$ cat config.mk
export PLATFORM = sky130hd
export DESIGN_NAME = conv_stream_feeder
export DESIGN_NICKNAME = d
export VERILOG_FILES = /design/src/rtl/conv_pkg.sv /design/src/rtl/conv_rd_align.sv /design/src/rtl/conv_stream_feeder.sv
export SDC_FILE = /design/constraint.sdc
export NUM_CORES = 1
export LEC_CHECK = 0
export BUFFER_PORTS_ARGS = -buffer_cell sky130_fd_sc_hd__buf_2
export CAP_MARGIN = 20
export CORE_AREA = 2 2 339 341
export DETAILED_ROUTE_END_ITERATION = 7
export DIE_AREA = 0 0 341 343
export PLACE_DENSITY = 0.32
export SETUP_SLACK_MARGIN = 0.02
export SLEW_MARGIN = 20
export SYNTH_ARGS = -nofsm -noshare
export SYNTH_HDL_FRONTEND = slang
export SYNTH_SLANG_ARGS = --single-unit
$ cat constraint.sdc
create_clock -name Clk -period 7.45 [get_ports Clk]
set_input_delay 0 -clock Clk [delete_from_list [all_inputs] [get_ports Clk]]
set_output_delay 0 -clock Clk [all_outputs]
set_load 0.02 [all_outputs]
$ cat src/rtl/conv_pkg.sv
// rtl/conv_pkg.sv - shared constants and state encoding for the conv stream feeder
package conv_pkg;

    localparam int DATA_WIDTH    = 64;
    localparam int INPUT_DIM     = 4;
    localparam int KERNEL_SIZE   = 9;
    localparam int MAX_ROW_WIDTH = 9;
    localparam int MAX_COL_WIDTH = 9;
    localparam int ADDR_WIDTH    = 18;
    localparam int PIX_WIDTH     = MAX_ROW_WIDTH + MAX_COL_WIDTH;
    localparam int WORD_WIDTH    = DATA_WIDTH * INPUT_DIM;
    localparam int CLR_LEN       = 2;

    typedef enum logic [2:0] {
        ST_IDLE,
        ST_CLR,
        ST_WGT,
        ST_GAP,
        ST_DAT,
        ST_DRAIN,
        ST_DONE
    } feeder_state_e;

endpackage

$ cat src/rtl/conv_rd_align.sv
// rtl/conv_rd_align.sv - aligns buffer read data to weight/pixel qualifiers
module conv_rd_align #(
    parameter int WordWidth = 256
) (
    input  logic                 clk,
    input  logic                 rst,
    input  logic                 rd_en,
    input  logic                 is_data,
    input  logic [WordWidth-1:0] rdata,
    output logic [WordWidth-1:0] weight_out,
    output logic                 weight_valid,
    output logic [WordWidth-1:0] data_out,
    output logic                 data_valid
);

    logic wv_q, wv_d;
    logic dv_q, dv_d;

    // Read data returns one cycle after the strobe; tag it with the phase of that strobe.
    always_comb begin
        wv_d = rd_en && !is_data;
        dv_d = rd_en && is_data;
    end

    // Delay the tagged strobe by the buffer read latency.
    always_ff @(posedge clk) begin
        if (rst) begin
            wv_q <= 1'b0;
            dv_q <= 1'b0;
        end else begin
            wv_q <= wv_d;
            dv_q <= dv_d;
        end
    end

    assign weight_valid = wv_q;
    assign data_valid   = dv_q;
    assign weight_out   = wv_q ? rdata : '0;
    assign data_out     = dv_q ? rdata : '0;

endmodule

$ cat src/rtl/conv_stream_feeder.sv
// rtl/conv_stream_feeder.sv - weight/pixel sequencer for the conv core (optional FEEDER_PERF_EN cycle counter)
module conv_stream_feeder
    import conv_pkg::*;
#(
    parameter int DataWidth   = DATA_WIDTH,
    parameter int InputDim    = INPUT_DIM,
    parameter int KernelSize  = KERNEL_SIZE,
    parameter int MaxRowWidth = MAX_ROW_WIDTH,
    parameter int MaxColWidth = MAX_COL_WIDTH,
    parameter int AddrWidth   = ADDR_WIDTH
) (
    input  logic                          Clk,
    input  logic                          Rst,
    input  logic                          start,
    input  logic [MaxRowWidth-1:0]        row_in,
    input  logic [MaxColWidth-1:0]        col_in,
    input  logic [AddrWidth-1:0]          weight_base,
    input  logic [AddrWidth-1:0]          data_base,
    output logic                          mem_rd_en,
    output logic [AddrWidth-1:0]          mem_addr,
    input  logic [InputDim*DataWidth-1:0] mem_rdata,
    output logic                          conv_rst,
    output logic [MaxRowWidth-1:0]        row_out,
    output logic [MaxColWidth-1:0]        col_out,
    output logic [InputDim*DataWidth-1:0] weight_out,
    output logic                          weight_valid,
    output logic [InputDim*DataWidth-1:0] data_out,
    output logic                          data_valid,
    output logic                          busy,
    output logic                          done,
    output logic                          cfg_err
`ifdef FEEDER_PERF_EN
    ,
    output logic [31:0]                   perf_cycles
`endif
);

    localparam int PixWidth  = MaxRowWidth + MaxColWidth;
    localparam int WordWidth = InputDim * DataWidth;
    localparam logic [PixWidth-1:0] CNT_ONE  = PixWidth'(1);
    localparam logic [PixWidth-1:0] CLR_LAST = PixWidth'(CLR_LEN - 1);
    localparam logic [PixWidth-1:0] WGT_LAST = PixWidth'(KernelSize - 1);

    feeder_state_e          state_q, state_d;
    logic [PixWidth-1:0]    cnt_q, cnt_d;
    logic [PixWidth-1:0]    pix_q, pix_d;
    logic [MaxRowWidth-1:0] row_q, row_d;
    logic [MaxColWidth-1:0] col_q, col_d;
    logic [AddrWidth-1:0]   wbase_q, wbase_d;
    logic [AddrWidth-1:0]   dbase_q, dbase_d;
    logic [AddrWidth-1:0]   addr_q, addr_d;
    logic                   rd_en_q, rd_en_d;
    logic                   is_data_q, is_data_d;
    logic                   done_q, done_d;
    logic                   cfg_err_q, cfg_err_d;
    logic                   accept;

    // Next-state and registered-output logic; outputs are derived from the next state so they line up with it.
    always_comb begin
        state_d   = state_q;
        cnt_d     = cnt_q;
        pix_d     = pix_q;
        row_d     = row_q;
        col_d     = col_q;
        wbase_d   = wbase_q;
        dbase_d   = dbase_q;
        cfg_err_d = 1'b0;
        accept    = 1'b0;
        case (state_q)
            ST_IDLE: begin
                if (start) begin
                    if (row_in != '0 && col_in != '0) begin
                        accept  = 1'b1;
                        state_d = ST_CLR;
                        cnt_d   = '0;
                        row_d   = row_in;
                        col_d   = col_in;
                        wbase_d = weight_base;
                        dbase_d = data_base;
                        pix_d   = PixWidth'(row_in) * PixWidth'(col_in);
                    end else begin
                        cfg_err_d = 1'b1;
                    end
                end
            end
            ST_CLR: begin
                if (cnt_q == CLR_LAST) begin
                    state_d = ST_WGT;
                    cnt_d   = '0;
                end else begin
                    cnt_d = cnt_q + CNT_ONE;
                end
            end
            ST_WGT: begin
                if (cnt_q == WGT_LAST) begin
                    state_d = ST_GAP;
                    cnt_d   = '0;
                end else begin
                    cnt_d = cnt_q + CNT_ONE;
                end
            end
            ST_GAP: begin
                state_d = ST_DAT;
                cnt_d   = '0;
            end
            ST_DAT: begin
                if (cnt_q == pix_q - CNT_ONE) begin
                    state_d = ST_DRAIN;
                    cnt_d   = '0;
                end else begin
                    cnt_d = cnt_q + CNT_ONE;
                end
            end
            ST_DRAIN: state_d = ST_DONE;
            ST_DONE:  state_d = ST_IDLE;
            default:  state_d = ST_IDLE;
        endcase
        rd_en_d   = (state_d == ST_WGT) || (state_d == ST_DAT);
        is_data_d = (state_d == ST_DAT);
        done_d    = (state_d == ST_DONE);
        if (!rd_en_d) begin
            addr_d = '0;
        end else if (is_data_d) begin
            addr_d = dbase_d + AddrWidth'(cnt_d);
        end else begin
            addr_d = wbase_d + AddrWidth'(cnt_d);
        end
    end

    // Sequencer state and registered outputs; reset aborts a run without a done pulse.
    always_ff @(posedge Clk) begin
        if (Rst) begin
            state_q   <= ST_IDLE;
            cnt_q     <= '0;
            pix_q     <= '0;
            row_q     <= '0;
            col_q     <= '0;
            wbase_q   <= '0;
            dbase_q   <= '0;
            addr_q    <= '0;
            rd_en_q   <= 1'b0;
            is_data_q <= 1'b0;
            done_q    <= 1'b0;
            cfg_err_q <= 1'b0;
        end else begin
            state_q   <= state_d;
            cnt_q     <= cnt_d;
            pix_q     <= pix_d;
            row_q     <= row_d;
            col_q     <= col_d;
            wbase_q   <= wbase_d;
            dbase_q   <= dbase_d;
            addr_q    <= addr_d;
            rd_en_q   <= rd_en_d;
            is_data_q <= is_data_d;
            done_q    <= done_d;
            cfg_err_q <= cfg_err_d;
        end
    end

    assign mem_rd_en = rd_en_q;
    assign mem_addr  = addr_q;
    assign row_out   = row_q;
    assign col_out   = col_q;
    assign busy      = (state_q != ST_IDLE);
    assign done      = done_q;
    assign cfg_err   = cfg_err_q;
    assign conv_rst  = Rst || (state_q == ST_CLR);

    conv_rd_align #(
        .WordWidth (WordWidth)
    ) u_rd_align (
        .clk          (Clk),
        .rst          (Rst),
        .rd_en        (rd_en_q),
        .is_data      (is_data_q),
        .rdata        (mem_rdata),
        .weight_out   (weight_out),
        .weight_valid (weight_valid),
        .data_out     (data_out),
        .data_valid   (data_valid)
    );

`ifdef FEEDER_PERF_EN
    logic [31:0] perf_q, perf_d;

    // Busy-cycle counter: cleared by an accepted start, holds once the run returns to idle.
    always_comb begin
        perf_d = perf_q;
        if (accept) begin
            perf_d = '0;
        end else if (busy) begin
            perf_d = perf_q + 32'd1;
        end
    end

    // Counter register.
    always_ff @(posedge Clk) begin
        if (Rst) begin
            perf_q <= '0;
        end else begin
            perf_q <= perf_d;
        end
    end

    assign perf_cycles = perf_q;
`endif

endmodule

==> key figures, run 1 <==
Place
  – Number of port buffers: around 870
  – Worst slack at placement: 1270 ps
  – RD Place Congestion: between 0.9 and 1
  – Dpl hpwl: 105000 um

Synthesis
  – Sequential element share of the synthesized area: 0.195
  – Synth Net Count: just over 2000
  – Synth Area per Inst: 7.27 um^2
  – Predominant post-synthesis flop cell: dfxtp_1
  – Distinct cells, synth: 64
  – Mapped Cells: approximately 1700
  – Synth top area cells: and2_1 (30%), dfxtp_1 (19%), fa_1 (8.5%), nand2_1 (6.4%), ha_1 (6.1%)
  – Number of flops mapped to enable cells by yosys: 0
  – Area leader, netlist: and2_1
  – Synth top area share: 0.297
  – Ys Warns: 0
  – Async S/R FF share, synth: 0
  – Netlist Area Pre-Place: 12000 um^2
  – #FFs+latches synth: around 120

Cells and area
  – Fill cell count: between 10000 and 15000
  – Share of cells above drive strength 1: 0.370
  – Layout Area Growth over Synthesis: 58.7%
  – Register area: 2350 um^2
  – # nets final: a little under 3000
  – Leading cell type in the layout, fill and taps excluded: buf_2
  – Most frequent cells in the layout: buf_2 (866), and2_1 (570), nand2_1 (206)
  – Multi-input logic area: around 8900 um^2

Floorplan
  – Full die area: around 120000 um^2
  – Die width: 341 um
  – Die Ht: 343 um
  – I/O pin total: slightly below 900
  – Core Region: 113000 um^2
  – Initial Util: 0.106
  – Row cnt: roughly 120

Global route
  – Number of global-route vias before repair: about 14000
  – Largest net degree at the start of global routing: 258
  – Aggregate global routing overflow: 0
  – Initial antenna violation count: 32
  – Global-route wire length before repair: 147000 um
  – Total global-route track usage: 0.193

Pwr
  – Cell Pwr Density: 145 nW/um^2
  – VDD IR max: 0.000158 V
  – Leakage: 10.3 nW
  – Total power: 0.00277 W

CTS
  – CTS clk-pin slew, worst paths: 70 ps
  – Worst-Skew Late Latency: 440 ps
  – CTS Buf Count: 17
  – CTS root buf: clkbuf_16
  – Post-CTS setup repair buffer count: 0
  – Clock tree from TritonCTS: done
  – Max clock buf depth: 2
  – Clock Sink Count: 117
  – H-tree depth: 4

Route
  – Antenna Nets Post-Route: 0
  – WL/cell: 29.3 um
  – DRT Wirelength: 118000 um
  – Initial DRC count: a little under 800
  – DRC: 0
  – DR vias: 14700
  – Vias per cell: 3.65
  – DR pass1 iterations: 5

Job
  – Max-capacitance violation count: 0

Hold path
  – WHS Endpoint: col_out[2]
  – WHS Path Cells: 3
  – HP Class: primary input to flop
  – Hold_sp: col_in[2]

Critical path
  – Reg-to-reg endpoint: mem_addr[16]
  – Crit-path max FO: 20
  – CP startpoint kind: flop
  – Crit path kind: flop to flop
  – RR Startpoint: pix_q[0]
  – CP Data Arrival Time: 6500 ps
  – Crit path required time: 7760 ps
  – R2R setup slack: 1250 ps
  – R2R cell count: 23
  – Setup crit start: pix_q[0]
  – Critical Path Sink Type: flop

Timing
  – RSZ-0062 raised after global routing: false
  – F_max: about 160 MHz
  – Clk_skew: between 10 and 15 ps
  – Slew @ Worst Pin: between 1000 and 1500 ps
  – TNS Setup: 0 ps
  – Final Worst Setup Slack: 1250 ps
  – Slew HR: 0.292
  – Final Max Tran Viols: 0
  – Count of final setup violators: 0
  – Part of the cycle the worst path needs: 0.832
  – Final hold viol count: 0
  – Crit path time final: 6200 ps

Outcome
  – Status: complete, no violations
-- final cells by class --
type,instances,area share
diodes,8,0.00105
well taps,1512,0.0992
multi-input cells,1327,0.465
repair buffers,939,0.265
flip-flops and latches,117,0.123
clock buffers,19,0.0238
inverters,86,0.0169
clock inverters,13,0.00597
-- registers in the layout (all words and copies together), names as in the netlist --
register                 flops
dbase_q                     18
is_data_q                    1
u_rd_align.data_valid        1
row_out                      9
mem_addr                    18
cfg_err                      1
pix_q                       18
u_rd_align.weight_valid      1
cnt_q                       18
mem_rd_en                    1
done                         1
state_q                      3
col_out                      9
wbase_q                     18
-- layer usage --
layer  GRT usage  routed length, um  vias to the layer above  part of all wire
li1            -                  -                     6964                 -
met1       0.192              41000                     6936              0.35
met2       0.295              50800                      671              0.43
met3       0.169              22400                       96              0.19
met4      0.0592               3620                        0             0.031
met5           0                  0                        -                 0
-- synth_stat cells, types with 7 or more instances --
cell	instances
dfxtp_1	117
inv_1	86
ha_1	59
nand2_1	206
nand2b_1	12
o31ai_1	8
a21oi_1	96
buf_1	7
a21o_1	11
clkbuf_1	109
nor4_1	11
and3_1	17
xnor2_1	20
nor2_1	41
xor2_1	23
nand3_1	26
and2_1	570
nor3_1	18
fa_1	51
o21ai_0	60
mux2i_1	20
-- worst max-delay path, stage by stage, from the launching register on --
cell	delay (ps)
dfxtp_1	390
inv_1	90
ha_1	260
nor4b_2	520
nand3_1	170
xnor2_1	160
nor4_1	360
o2111ai_1	290
o21ai_2	210
buf_4	360
mux2i_1	220
o21ai_0	100
ha_1	280
fa_1	440
a21o_1	210
a21oi_1	220
o21bai_1	90
a21oi_1	230
o21ai_0	210
a211oi_1	440
o21ai_0	200
nand3_1	130
nor2_1	50
a2111oi_0	410
-- logic make-up after synthesis --
| group | count (synthesis) | synth area share |
|---|---|---|
| AO/OA/AOI/OAI | 223 | 0.110 |
| XOR/XNOR | 43 | 0.0313 |
| adder cells (fa/ha/maj) | 110 | 0.146 |
| buffers and inverters | 209 | 0.0680 |
| flip-flops | 117 | 0.195 |
| multiplexers | 22 | 0.0185 |
| AND/OR/NAND/NOR | 929 | 0.431 |
-- repair_timing --
item	in CTS	in global routing
hold endpoints to repair	59	0
gates resized for setup	0	0
hold buffers	63	0
-- through the flow --
| stage | util | cell area (um^2) | hold WS, ps | std cells |
|---|---|---|---|---|
| after CTS | 0.168 | 19100 | 41.7 | 4013 |
| final | 0.168 | 19100 | 49.3 | 4021 |
| after global routing | 0.168 | 19100 | 39.3 | 4018 |
| after global placement | 0.157 | 17900 | 253 | 3918 |
| after floorplan | - | 12000 | 126 | 1653 |
| after detailed placement | 0.157 | 17900 | 253 | 3918 |
-- how the worst max path moves through the flow --
stage                         endpoint  slack, ps  depth (start not counted)
after global routing      mem_addr[16]        580                         23
after floorplan           mem_addr[16]       2310                         25
after global placement    mem_addr[16]       1350                         23
final                     mem_addr[16]       1250                         23
after detailed placement  mem_addr[16]       1270                         23
after CTS                 mem_addr[16]       1210                         23
-- report_power, final --
group	switching [W]	internal [W]
Sequential	0.0000627	0.000677
Clock	0.000373	0.000457
Combinational	0.000719	0.000486
Total	0.00115	0.00162
No activity file was read; power rests on OpenSTA's default activity.
==> run 2: changes to the inputs <==
==> constraint.sdc (replaced) <==
create_clock -name Clk -period 6.4 [get_ports Clk]
set_input_delay 0 -clock Clk [delete_from_list [all_inputs] [get_ports Clk]]
set_output_delay 0 -clock Clk [all_outputs]
set_load 0.02 [all_outputs]
==> run 2 against run 1 <==
Net effect: cell area increased by 0.23%; critical endpoint unchanged; critical path depth decreased by 1; combinational power increased by 16%; critical path type unchanged; sequential power increased by 17%; clock-buffer cell count decreased by 1; hold slack improved by 280 ps; sequential cell count unchanged; fmax increased by 9.1%; register-to-register slack got worse by 530 ps.
==> key figures, run 2 (synthesis results as in run 1) <==
CTS
  – CTS clk-pin slew, worst paths: 60 ps
  – CTS Buf Count: 17
  – Worst-Skew Late Latency: 460 ps
  – Max clock buf depth: 2
  – Clock Sink Count: 117
  – H-tree depth: 4
  – Clock tree from TritonCTS: done
  – CTS root buf: clkbuf_16

Cells and area
  – Most frequent cells in the layout: buf_2 (866), and2_1 (570), nand2_1 (206)
  – Leading cell type in the layout, fill and taps excluded: buf_2
  – # nets final: 2913
  – Fill cell count: 13300
  – Final Core Density: 0.169
  – Layout Area Growth over Synthesis: 59.1%
  – Share of cells above drive strength 1: 0.371

Critical path
  – Crit path kind: flop to flop
  – R2R setup slack: roughly 720 ps
  – Critical Path Sink Type: flop
  – Crit path required time: approximately 6700 ps
  – CP Data Arrival Time: 5970 ps
  – CP startpoint kind: flop
  – Crit-path max FO: 18

Place
  – RD Place Congestion: about 0.94
  – Dpl hpwl: ~110000 um
  – Number of port buffers: roughly 870

Floorplan
  – Core Region: 113000 um^2
  – Row cnt: ~120
  – I/O pin total: 868
  – Die width: 341 um
  – Full die area: 117000 um^2
  – Initial Util: 0.106
  – Die Ht: approximately 340 um

Route
  – WL/cell: 29.6 um
  – Initial DRC count: 811
  – Antenna Nets Post-Route: 0
  – DRC: 0
  – DR vias: 14700
  – Vias per cell: roughly 3.7
  – DR pass1 iterations: 5
  – DRT Wirelength: 119000 um

Timing
  – Slew @ Worst Pin: 1000 ps
  – Slew HR: 0.330
  – Count of final setup violators: 0
  – F_max: 176 MHz
  – Part of the cycle the worst path needs: 0.888
  – Hold WS: 329 ps
  – TNS Setup: 0 ps
  – Crit path time final: between 5000 and 6000 ps
  – Final Max Tran Viols: 0
  – Clk_skew: 21.4 ps
  – RSZ-0062 raised after global routing: false
  – Final hold viol count: 0

Global route
  – Largest net degree at the start of global routing: 154
  – Total global-route track usage: 0.196
  – Aggregate global routing overflow: 0
  – Global-route wire length before repair: roughly 150000 um
  – Initial antenna violation count: 34
  – Number of global-route vias before repair: 14900

Pwr
  – Leakage: between 10 and 15 nW
  – Cell Pwr Density: 169 nW/um^2
  – VDD IR max: ~0.00013 V

Outcome
  – Status: complete, no violations

Job
  – Max-capacitance violation count: 0

Hold path
  – HP Class: primary input to output port
==> run 2: cell type report <==
type,count,area [um^2],area share
inverter,86,323,0.0169
timing repair buffer,941,5070,0.265
multi-input combinational,1327,8890,0.465
tap,1512,1890,0.0989
sequential,117,2350,0.123
clock inverter,14,141,0.00739
antenna,13,32.5,0.00170
clock buffer,18,429,0.0224
==> run 2: power breakdown <==
group | internal [W] | switching (W)
Clock | 0.000545 | 0.000431
Sequential | 0.000788 | 0.0000760
Combinational | 0.000568 | 0.000825
Total | 0.00190 | 0.00133
==> run 2: worst paths after layout <==
path	startpoint	endpoint	cells past startpoint
worst max-delay path	pix_q[0]	mem_addr[16]	22
worst min-delay path	mem_rdata[166]	data_out[166]	3
worst min register to register	is_data_q	u_rd_align.weight_valid	1
worst max register to register	pix_q[0]	mem_addr[16]	22
==> run 2: worst max-delay path, cell delays in order, from the launching register on <==
cell       delay (ps)
dfxtp_1           380
inv_1              90
ha_1              260
nor4b_4           360
nand4_1           190
xnor2_1           180
a2111oi_2         410
nand4_1           160
o21ai_2           270
buf_4             380
mux2i_1           230
o21ai_0           110
ha_1              370
a21o_1            180
a21oi_1           210
o21bai_1           90
a21oi_1           230
o21ai_0           250
a211oi_2          360
o21ai_0           180
nand3_1           130
nor2_1             50
a2111oi_0         460
==> run 2: timing repair <==
item / 4_1_cts / 5_1_grt
setup buffers: 0 / 0
hold endpoints to repair: 59 / 0
gates resized for setup: 0 / 2
hold buffers: 63 / 0
setup endpoints to repair: 0 / 1
==> run 2: routing by layer <==
layer	share of wire	wire, um	track usage
met1	0.39	46200	0.221
met2	0.45	53100	0.314
met3	0.15	17800	0.124
met4	0.018	2110	0.0375
met5	0	0	0
==> run 2: stage by stage <==
stage	instance area (um^2)	setup WS [ps]	power, W	cells
after floorplan	12000	1260	0.00175	1653
after global placement	17900	676	0.00227	3920
after detailed placement	17900	499	0.00226	3920
after CTS	19100	450	0.00330	4015
after global routing	19100	96.3	0.00350	4017
final	19100	719	0.00323	4028
==> run 3: changes to the inputs <==
==> constraint.sdc (replaced) <==
create_clock -name Clk -period 7.2 [get_ports Clk]
set_input_delay 0 -clock Clk [delete_from_list [all_inputs] [get_ports Clk]]
set_output_delay 0 -clock Clk [all_outputs]
set_load 0.02 [all_outputs]
==> run 3 against run 2 <==
Net effect: sequential cell count stayed put; sequential power is 12% lower; clock skew is 12 ps lower; cell area hardly changed; clock power is 12% lower; clock-buffer cell count stayed put; non-clock buffer count is 1 higher; critical path type unchanged; final cell count stayed put; routed wire length is 0.97% lower; utilization hardly changed.
==> key figures, run 3 (synthesis results as in run 1) <==
Pwr
  – Leakage: between 10 and 15 nW
  – Cell Pwr Density: 149 nW/um^2
  – VDD IR max: 0.000111 V

Timing
  – Hold WS: 20.6 ps
  – F_max: 170 MHz
  – TNS Setup: 0 ps
  – Count of final setup violators: 0
  – Final Worst Setup Slack: between 1000 and 1500 ps
  – Final Max Tran Viols: 0
  – Crit path time final: 5880 ps
  – Slew HR: 0.386
  – RSZ-0062 raised after global routing: false
  – Clk_skew: 9.52 ps
  – Part of the cycle the worst path needs: 0.817
  – Slew @ Worst Pin: 909 ps
  – Final hold viol count: 0

Global route
  – Aggregate global routing overflow: 0
  – Total global-route track usage: 0.194
  – Initial antenna violation count: 36
  – Global-route wire length before repair: about 150000 um
  – Number of global-route vias before repair: 14700
  – Largest net degree at the start of global routing: 106

Place
  – RD Place Congestion: 0.965
  – Dpl hpwl: 106000 um
  – Worst slack at placement: 1310 ps
  – Number of port buffers: 867

Cells and area
  – Most frequent cells in the layout: buf_2 (866), and2_1 (570), nand2_1 (206)
  – # nets final: a little under 3000
  – Leading cell type in the layout, fill and taps excluded: buf_2
  – Share of cells above drive strength 1: 0.371
  – Layout Area Growth over Synthesis: 59.0%

CTS
  – Clock tree from TritonCTS: done
  – CTS root buf: clkbuf_16
  – H-tree depth: 4
  – Max clock buf depth: 2
  – CTS clk-pin slew, worst paths: 70 ps
  – Hold bufs inserted after CTS: 62
  – Worst-Skew Late Latency: roughly 440 ps
  – Post-CTS setup repair buffer count: 0
  – CTS Buf Count: 17
  – Post_cts resized: 0
  – Clock Sink Count: 117

Floorplan
  – Die width: around 340 um
  – Full die area: 117000 um^2
  – Die Ht: 343 um
  – I/O pin total: 868
  – Core Region: 113000 um^2
  – Row cnt: 124
  – Initial Util: 0.106

Route
  – WL/cell: 29.3 um
  – DRT Wirelength: around 120000 um
  – Max Used Layer: met4
  – DRC: 0
  – Vias per cell: about 3.7
  – Met3 wire length: 19800 um
  – Antenna Nets Post-Route: 0
  – Met2 Wirelength: 51500 um
  – Post-Route M1 WL: approximately 44000 um
  – DR vias: around 15000
  – Initial DRC count: 782
  – DR pass1 iterations: 5

Job
  – Max-capacitance violation count: 0

Critical path
  – Crit-path max FO: 19
  – Crit path kind: flop to flop
  – CP startpoint kind: flop
  – CP max stage delay: between 400 and 500 ps
  – Crit path max-delay family: compound AO/OA/AOI/OAI gates
  – CP Data Arrival Time: 6240 ps
  – Critical Path Sink Type: flop
  – Crit path required time: between 7000 and 8000 ps
  – Critical-path top delay cell: nor4b_2
  – Worst-path cell chain: inv_1 -> ha_1 -> nor4b_2 -> nand4_1 -> xnor2_1 -> a2111oi_2 -> nand4_1 -> o21ai_2 -> buf_4 -> mux2i_1 -> o21ai_0 -> ha_1 -> a21o_1 -> a21o_1 -> a211oi_1 -> o21bai_1 -> a41oi_1 -> o21ai_0 -> a21o_1 -> a31o_2 -> or2_2 -> mux2i_1
  – CP bufs+invs: 2
  – Critical path's most frequent cell: a21o_1

Outcome
  – Status: complete, no violations

Hold path
  – HP Class: primary input to flop
[run 3: cell count changes in the layout (fill, tap and decap cells not counted), moves of 2 or more]
cell and delta:
buf_4 +2, clkinv_4 -3, inv_8 -2, clkinvlp_4 +4
[run 3: cell type report]
| type | instances | area [um^2] |
|---|---|---|
| repair buffers | 942 | 5080 |
| inverters | 86 | 323 |
| fillers | 13200 | 94300 |
| multi-input cells | 1327 | 8870 |
| flip-flops and latches | 117 | 2350 |
| clock inverters | 13 | 123 |
| well taps | 1512 | 1890 |
| clock buffers | 18 | 439 |
| diodes | 13 | 32.5 |
[run 3: metrics by stage]
| stage | total power [W] | instance area (um^2) | util | std cells |
|---|---|---|---|---|
| 2_1_floorplan | 0.00156 | 12000 | - | 1653 |
| 3_3_place_gp | 0.00201 | 17900 | 0.158 | 3921 |
| 3_5_place_dp | 0.00200 | 17900 | 0.158 | 3921 |
| 4_1_cts | 0.00291 | 19100 | 0.168 | 4014 |
| 5_1_grt | 0.00309 | 19100 | 0.168 | 4021 |
| 6_report | 0.00285 | 19100 | 0.169 | 4028 |
[run 3: final timing paths]
kind                                start                       to  slack (ps)  cells past startpoint
worst min-delay path            col_in[2]               col_out[2]          20                      3
worst max-delay path             pix_q[0]             mem_addr[17]        1320                     22
worst min register to register  is_data_q  u_rd_align.weight_valid         410                      1
worst max register to register   pix_q[0]             mem_addr[17]        1320                     22
[run 3: layer usage]
metal | track usage | vias to the layer above
met5 | 0 | -
met4 | 0.0475 | 0
met3 | 0.145 | 90
met2 | 0.302 | 606
met1 | 0.208 | 7035
li1 | - | 6986
[run 3: worst min-delay path, stage by stage]
cell and delay (ps):
buf_2 220, nand2_1 120, a21oi_1 70
[run 3: where the power goes]
part	internal, W	total (W)	switching, W
Combinational	0.000503	0.00124	0.000732
Sequential	0.000700	0.000764	0.0000632
Clock	0.000485	0.000856	0.000371
